File: src/rtl/mem_access_ctrl.sv
// Sequencer/arbiter for the single unified memory port of the multi-cycle CPU.
// Serialises fetch and load/store requests, data first, with a fixed access latency.
module mem_access_ctrl #(
  parameter int WAIT_CYCLES = 1
) (
  input  logic        clk,
  input  logic        rst,
  input  logic        if_req,
  input  logic [31:0] pc,
  input  logic        ls_req,
  input  logic        ls_we,
  input  logic [31:0] ls_addr,
  input  logic [31:0] ls_wdata,
  output logic [31:0] mem_addr,
  output logic        mem_re,
  output logic        mem_we,
  output logic [31:0] mem_wdata,
  input  logic [31:0] mem_rdata,
  output logic [31:0] inst,
  output logic [31:0] mdr,
  output logic        if_done,
  output logic        ls_done,
  output logic        ls_err,
  output logic        busy
);

  localparam logic [1:0] S_IDLE   = 2'd0;
  localparam logic [1:0] S_ACCESS = 2'd1;
  localparam logic [1:0] S_DONE   = 2'd2;

  localparam logic [3:0] CNT_LOAD = 4'(WAIT_CYCLES - 1);

  logic [1:0]  r_state;
  logic [3:0]  r_cnt;
  logic [31:0] r_addr;
  logic [31:0] r_wdata;
  logic [31:0] r_inst;
  logic [31:0] r_mdr;
  logic        r_we;
  logic        r_fetch;
  logic        r_err;

  logic w_access;
  logic w_done;
  logic w_last;
  logic w_misalign;

  assign w_access   = (r_state == S_ACCESS);
  assign w_done     = (r_state == S_DONE);
  assign w_last     = w_access && (r_cnt == 4'd0);
  assign w_misalign = (ls_addr[1:0] != 2'b00);

  always_ff @(posedge clk) begin
    if (rst) begin
      r_state <= S_IDLE;
      r_cnt   <= 4'd0;
      r_addr  <= 32'd0;
      r_wdata <= 32'd0;
      r_inst  <= 32'd0;
      r_mdr   <= 32'd0;
      r_we    <= 1'b0;
      r_fetch <= 1'b0;
      r_err   <= 1'b0;
    end else begin
      case (r_state)
        S_IDLE: begin
          // Data wins: it belongs to the older instruction already in MEM.
          if (ls_req) begin
            r_fetch <= 1'b0;
            r_we    <= ls_we;
            r_addr  <= ls_addr;
            r_wdata <= ls_wdata;
            if (w_misalign) begin
              r_err   <= 1'b1;
              r_cnt   <= 4'd0;
              r_state <= S_DONE;
            end else begin
              r_err   <= 1'b0;
              r_cnt   <= CNT_LOAD;
              r_state <= S_ACCESS;
            end
          end else if (if_req) begin
            r_fetch <= 1'b1;
            r_we    <= 1'b0;
            r_addr  <= pc;
            r_wdata <= 32'd0;
            r_err   <= 1'b0;
            r_cnt   <= CNT_LOAD;
            r_state <= S_ACCESS;
          end
        end
        S_ACCESS: begin
          if (r_cnt == 4'd0) begin
            r_state <= S_DONE;
            if (r_fetch)    r_inst <= mem_rdata;
            else if (!r_we) r_mdr  <= mem_rdata;
          end else begin
            r_cnt <= r_cnt - 4'd1;
          end
        end
        S_DONE: begin
          r_state <= S_IDLE;
        end
        default: begin
          r_state <= S_IDLE;
        end
      endcase
    end
  end

  // Strobes and bus are decoded from registered state, so they are clean
  // and drop to zero immediately when reset returns the FSM to IDLE.
  assign mem_addr  = w_access ? r_addr : 32'd0;
  assign mem_re    = w_access && !r_we;
  assign mem_we    = w_last && r_we;
  assign mem_wdata = (w_access && r_we) ? r_wdata : 32'd0;

  assign inst    = r_inst;
  assign mdr     = r_mdr;
  assign if_done = w_done && r_fetch;
  assign ls_done = w_done && !r_fetch;
  assign ls_err  = w_done && !r_fetch && r_err;
  assign busy    = (r_state != S_IDLE);

endmodule

File: config.mk
export PLATFORM = sky130hd
export DESIGN_NAME = mem_access_ctrl
export DESIGN_NICKNAME = d
export VERILOG_FILES = /design/src/rtl/mem_access_ctrl.sv
export SDC_FILE = /design/constraint.sdc
export NUM_CORES = 1
export LEC_CHECK = 0
export BUFFER_PORTS_ARGS = -buffer_cell sky130_fd_sc_hd__buf_2
export CAP_MARGIN = 20
export CORE_ASPECT_RATIO = 1.4
export CORE_MARGIN = 2
export CORE_UTILIZATION = 35
export DETAILED_ROUTE_END_ITERATION = 8
export PLACE_DENSITY_LB_ADDON = 0.1
export SKIP_LAST_GASP = 1
export SLEW_MARGIN = 20
export SYNTH_ARGS = -nofsm -noshare
export SYNTH_HDL_FRONTEND = slang
export SYNTH_SLANG_ARGS = --single-unit
File: constraint.sdc
create_clock -name clk -period 2.9 [get_ports clk]
set_input_delay 0.58 -clock clk [delete_from_list [all_inputs] [get_ports clk]]
set_output_delay 0.58 -clock clk [all_outputs]
set_load 0.03 [all_outputs]
==> run summary, run 1 <==
outcome: completed
synth top area cells: dfxtp_1 (45%), mux2i_1 (16%), nand2b_1 (10%), a22o_1 (4.8%), a211oi_1 (4.1%)
share of layout cells above drive strength 1: 0.372
largest net degree at the start of global routing: 80
Min-Delay Path Class: in2reg
maximum vdd ir drop: 278 µV
Remaining Overflow, GRT: 0
Post-synth EDFFs: 0
clock transition at the registers of the reported paths: 0.06 ns
Remaining DRCs: 0
Syn Nets: 728
crit path from: r_state[0]
multiplexer share of the synthesized area: 0.160
DIE WIDTH: 115 µm
Max Transition Viols Final: 0
WL final: 16500 µm
simple-gate share of the synthesized area: 0.194
FF-to-FF Start: r_cnt[0]
standard-cell rows: 56
GRT Total Usage: 0.178
Nets: 971
XOR/XNOR share of the synthesized area: 0
DP Cell Count: 1020
clock sink total: 137
number of distinct library cells after synthesis: 37
crit end category: output pin
Synth Area in Compound Gates: 0.132
hold_buf cts: 0
Vias: 5150
critical path, cell by cell: and2b_1, buf_4, and3_1, buf_2
Clock H-tree levels: 4
Gate Count Post-Synth: 593
Max Buffers Root-to-Sink: 2
die area: 0.0184 mm²
area leader, netlist: dfxtp_1
Yosys reg bits: 137
die height: 160 µm
ys async rst share: 0
number of DRC markers in iteration 0: 249
Post-Synth Adder-Cell Area: 0.00414
diode count: 0
Root Buffer: clkbuf_16
WS Path Type: reg2out
Slew @ Worst Pin: 0.876 ns
DR vias/cell: 4.90
Worst EP required: 2.32 ns
HPWL Detailed: 11500 µm
final cell count without fillers: 1052
most frequent cells in the layout: buf_2 (265), dfxtp_1 (137), nand2b_1 (97), mux2i_1 (97), a21oi_1 (38)
Post-CTS Setup Repair Bufs: 0
Setup Skew: 0.00729 ns
Placer Congestion: 0.765
Setup violations, final: 0
post_cts resized: 0
initial antenna violation count: 0
Ports: 267
DRT Pass-1 Iters: 4
Netlist Area Pre-Place: 0.00605 mm²
CP top delay family: buffers and inverters
Peak Freq: 387 MHz
P_leak: 0.00404 µW
crit-path max FO: 67
Final ANT Viol Nets: 0
final critical-path share of the clock period: 0.890
RSZ-0062 raised after global routing: false
Final Hold Fails: 0
Initial Util: 0.360
CP Buf/Inv Count: 2
CTS tree: yes
clk_lat worst skew: 0.41 ns
Synth-to-Final Area Change: 32.5%
Hold Path Origin: ls_wdata[2]
Top FF cell, synth: dfxtp_1
I/O Buffers: 266
most common cell after layout, fill and taps aside: buf_2
fin crit period: 2.58 ns
Worst EP arrival: 2.00 ns
critical path's slowest cell: buf_4
setup TNS: 0 ns
Max Cap Viol: 0
syn_area_per_cell: 10.2 µm²
Synth top area share: 0.453
largest family of logic cells by synthesized area: simple AND/OR/NAND/NOR gates
# fillers: 1649
wire length per cell: 15.7 µm
Pwr Density: 605 mW/mm²
global-route wire length before repair: 26400 µm
core box area: 0.0168 mm²
slew margin rel.: 0.415
register area share after synthesis: 0.453
Startpoint Class: flop
Yosys warning total: 0
vias in the first global route: 5203
Num CTS Buffers: 17
Worst path max stage delay: 0.47 ns
-- report_power, final --
group / total (µW) / switching [µW] / internal, µW
combinational: 658 / 388 / 270
clock: 2130 / 835 / 1300
sequential: 2060 / 59.3 / 2000
-- path summary, 6_finish.rpt --
kind | endpoint | slack (ns) | depth (start not counted)
worst min-delay path | r_wdata[2] | 0.37 | 2
worst max register to register | mdr[15] | 0.58 | 6
worst max-delay path | mem_we | 0.32 | 4
worst min register to register | inst[28] | 0.47 | 2
-- layout make-up --
cell class,instances,area (µm²),share of cell area
sequential,137,2740,0.342
clock buffer,20,447,0.0557
tap,203,254,0.0317
timing repair buffer,278,1440,0.179
inverter,4,15.0,0.00187
clock inverter,12,141,0.0176
multi-input combinational,398,2980,0.372
-- cells in the mapped netlist (3+ instances only) --
cell type and instances:
buf_2 18, and2_1 33, o21ai_0 3, a22o_1 33
mux2i_1 97, buf_6 8, clkbuf_1 23, nor2_1 6
a211oi_1 33, nand2b_1 97, inv_1 3, dfxtp_1 137
a21oi_1 38, buf_8 3, and3_1 34
-- per-stage QoR --
| step | cell area [µm²] | total power, µW | hold WS, ns | setup slack [ns] | utilization |
|---|---|---|---|---|---|
| 6_report | 8020 | 4850 | 0.371 | 0.318 | 0.477 |
| 5_1_grt | 8020 | 5080 | 0.352 | 0.144 | 0.477 |
| 4_1_cts | 8020 | 4930 | 0.349 | 0.248 | 0.477 |
| 3_5_place_dp | 7430 | 2760 | 0.457 | 0.554 | 0.442 |
| 3_3_place_gp | 7430 | 2750 | 0.454 | 0.646 | 0.442 |
| 2_1_floorplan | 6050 | 2540 | 0.440 | 0.764 | - |
-- cell families (layout without fill, tap and decap cells) --
logic type / Yosys count / count (layout)
multiplexers: 97 / 97
buffers and inverters: 58 / 314
flip-flops: 137 / 137
AND/OR/NAND/NOR: 186 / 186
AO/OA/AOI/OAI: 113 / 113
adder cells (fa/ha/maj): 2 / 2
-- metal layers --
layer  GRT usage  vias up  routed length, µm
met5           0        -                  0
met4      0.0630        0                305
met3      0.0476       25                989
met2       0.297      180               7970
met1       0.219     2384               7220
li1            -     2561                  -
-- registers in the layout, summed over array words and instances (netlist names) --
name / flops
r_we: 1
mdr: 32
r_state: 2
r_wdata: 32
inst: 32
r_cnt: 4
r_fetch: 1
r_err: 1
r_addr: 32
Power figures use the tool's default switching activity.
==> run 2, diff against run 1 <==
--- a/config.mk
+++ b/config.mk
@@ -9,7 +9,7 @@
 export CAP_MARGIN = 20
 export CORE_ASPECT_RATIO = 1.4
 export CORE_MARGIN = 2
-export CORE_UTILIZATION = 35
+export CORE_UTILIZATION = 51
 export DETAILED_ROUTE_END_ITERATION = 8
 export PLACE_DENSITY_LB_ADDON = 0.1
 export SKIP_LAST_GASP = 1
==> run summary, run 2 (same netlist as run 1, synthesis figures left out) <==
I/O Buffers: 266 (unchanged)
WS Path Type: reg2out
Max Cap Viol: 0 (unchanged)
crit path from: r_we
crit-path max FO: 36 (-46%)
Peak Freq: 401 MHz (+3.5%)
share of layout cells above drive strength 1: 0.371 (-0.000740)
crit end category: output pin
Num CTS Buffers: 17 (unchanged)
setup TNS: 0 ns (unchanged)
Slew @ Worst Pin: 1.00 ns (+0.129 ns)
fin crit period: 2.50 ns (-0.0865 ns)
Remaining Overflow, GRT: 0 (unchanged)
Placer Congestion: 0.783 (+2.4%)
number of DRC markers in iteration 0: 172 (-31%)
Setup Skew: 0.0140 ns (+0.00674 ns)
Setup violations, final: 0 (unchanged)
die height: 133 µm (-17%)
Final Hold Fails: 0 (unchanged)
Ports: 267 (unchanged)
die area: 0.0128 mm² (-31%)
flop-to-flop setup slack: 0.65 ns (+0.07 ns)
Startpoint Class: flop
RSZ-0062 raised after global routing: false
Max Buffers Root-to-Sink: 2 (unchanged)
clock transition at the registers of the reported paths: 0.06 ns (about the same)
Final ANT Viol Nets: 0 (unchanged)
P_leak: 0.00406 µW (+0.37%)
clock sink total: 137 (unchanged)
FF-to-FF End: mdr[18]
Post-CTS Setup Repair Bufs: 0 (unchanged)
Synth-to-Final Area Change: 31.9%
Worst EP arrival: 1.92 ns (-0.08 ns)
slew margin rel.: 0.330 (-0.0854)
most common cell after layout, fill and taps aside: buf_2
FF-to-FF path depth: 6 (unchanged)
clk_lat worst skew: 0.41 ns (about the same)
DIE WIDTH: 96.0 µm (-17%)
CTS tree: yes
post_cts resized: 0 (unchanged)
vias in the first global route: 5351 (+2.8%)
Pwr Density: 615 mW/mm² (+1.5%)
largest net degree at the start of global routing: 72 (-10%)
Remaining DRCs: 0 (unchanged)
GRT Total Usage: 0.250 (+0.0712)
Root Buffer: clkbuf_16
WL final: 15900 µm (-3.6%)
initial antenna violation count: 2 (+2)
most frequent cells in the layout: buf_2 (265), dfxtp_1 (137), nand2b_1 (97), mux2i_1 (97), a21oi_1 (38)
Initial Util: 0.517 (+0.157)
Clock H-tree levels: 4 (unchanged)
FF-to-FF Start: r_cnt[1]
Vias: 5249 (+1.9%)
fin util: 0.682 (+0.205)
DRT Pass-1 Iters: 4 (unchanged)
Min-Delay Path Class: in2reg
DR vias/cell: 5.26 (+7.5%)
HPWL Detailed: 11100 µm (-3.7%)
Nets: 971 (unchanged)
Max Transition Viols Final: 0 (unchanged)
wire length per cell: 15.9 µm (+1.7%)
core box area: 0.0117 mm² (-30%)
global-route wire length before repair: 25300 µm (-4.0%)
maximum vdd ir drop: 387 µV (+39%)
crit path to: mem_wdata[30]
hold_buf cts: 0 (unchanged)
outcome: completed
final critical-path share of the clock period: 0.860 (-0.0298)
Worst EP required: 2.32 ns (about the same)
standard-cell rows: 47 (-16%)
[run 2: cell count changes in the layout (fill, tap and decap cells not counted), sizes merged]
cell / before / now
inv: 7 / 4
clkbuf: 20 / 21
clkinv: 3 / 5
clkinvlp: 4 / 2
bufinv: 2 / 3
diode: 0 / 2
[run 2: routing by layer]
metal | up-vias | track usage | share of wire
met1 | 2425 | 0.287 | 0.39
met3 | 32 | 0.0678 | 0.065
met2 | 215 | 0.426 | 0.52
met4 | 0 | 0.105 | 0.026
li1 | 2577 | - | -
met5 | - | 0 | 0
[run 2: power by group]
| group | internal, µW | switching, µW | total, µW |
|---|---|---|---|
| combinational | 271 | 378 | 649 |
| sequential | 2000 | 66.1 | 2070 |
| clock | 1400 | 791 | 2190 |
| total | 3670 | 1240 | 4910 |
[run 2: through the flow]
stage          area, µm²  hold WS [ns]  setup WS [ns]  total power (µW)  instances
3_5_place_dp        7370         0.457          0.655              2760        964
4_1_cts             7980         0.359          0.418              4950        995
6_report            7980         0.373          0.405              4910        997
5_1_grt             7980         0.364          0.276              5100        997
3_3_place_gp        7370         0.453          0.755              2740        964
2_1_floorplan       6050         0.440          0.764              2540        593
[run 2: cell type report]
cell class / instances / area [µm²]
inverter: 4 / 15.0
sequential: 137 / 2740
multi-input combinational: 398 / 2980
clock inverter: 10 / 145
timing repair buffer: 278 / 1450
clock buffer: 21 / 460
tap: 147 / 184
antenna: 2 / 5.00
fill: 995 / 3720
[run 2: worst min-delay path by stage]
| stage | startpoint | slack, ns | end | cells past startpoint |
|---|---|---|---|---|
| CTS | ls_wdata[11] | 0.36 | r_wdata[11] | 2 |
| global placement | r_wdata[11] | 0.45 | r_wdata[11] | 1 |
| finish | ls_wdata[8] | 0.37 | r_wdata[8] | 2 |
| global route | ls_wdata[8] | 0.36 | r_wdata[8] | 2 |
| detailed placement | r_wdata[6] | 0.46 | r_wdata[6] | 1 |
| floorplan | r_wdata[21] | 0.44 | r_wdata[21] | 1 |
[run 2: worst max-delay path: stages (launching register included)]
cell and delay, ns:
dfxtp_1 0.98, and3_1 0.31, buf_2 0.21
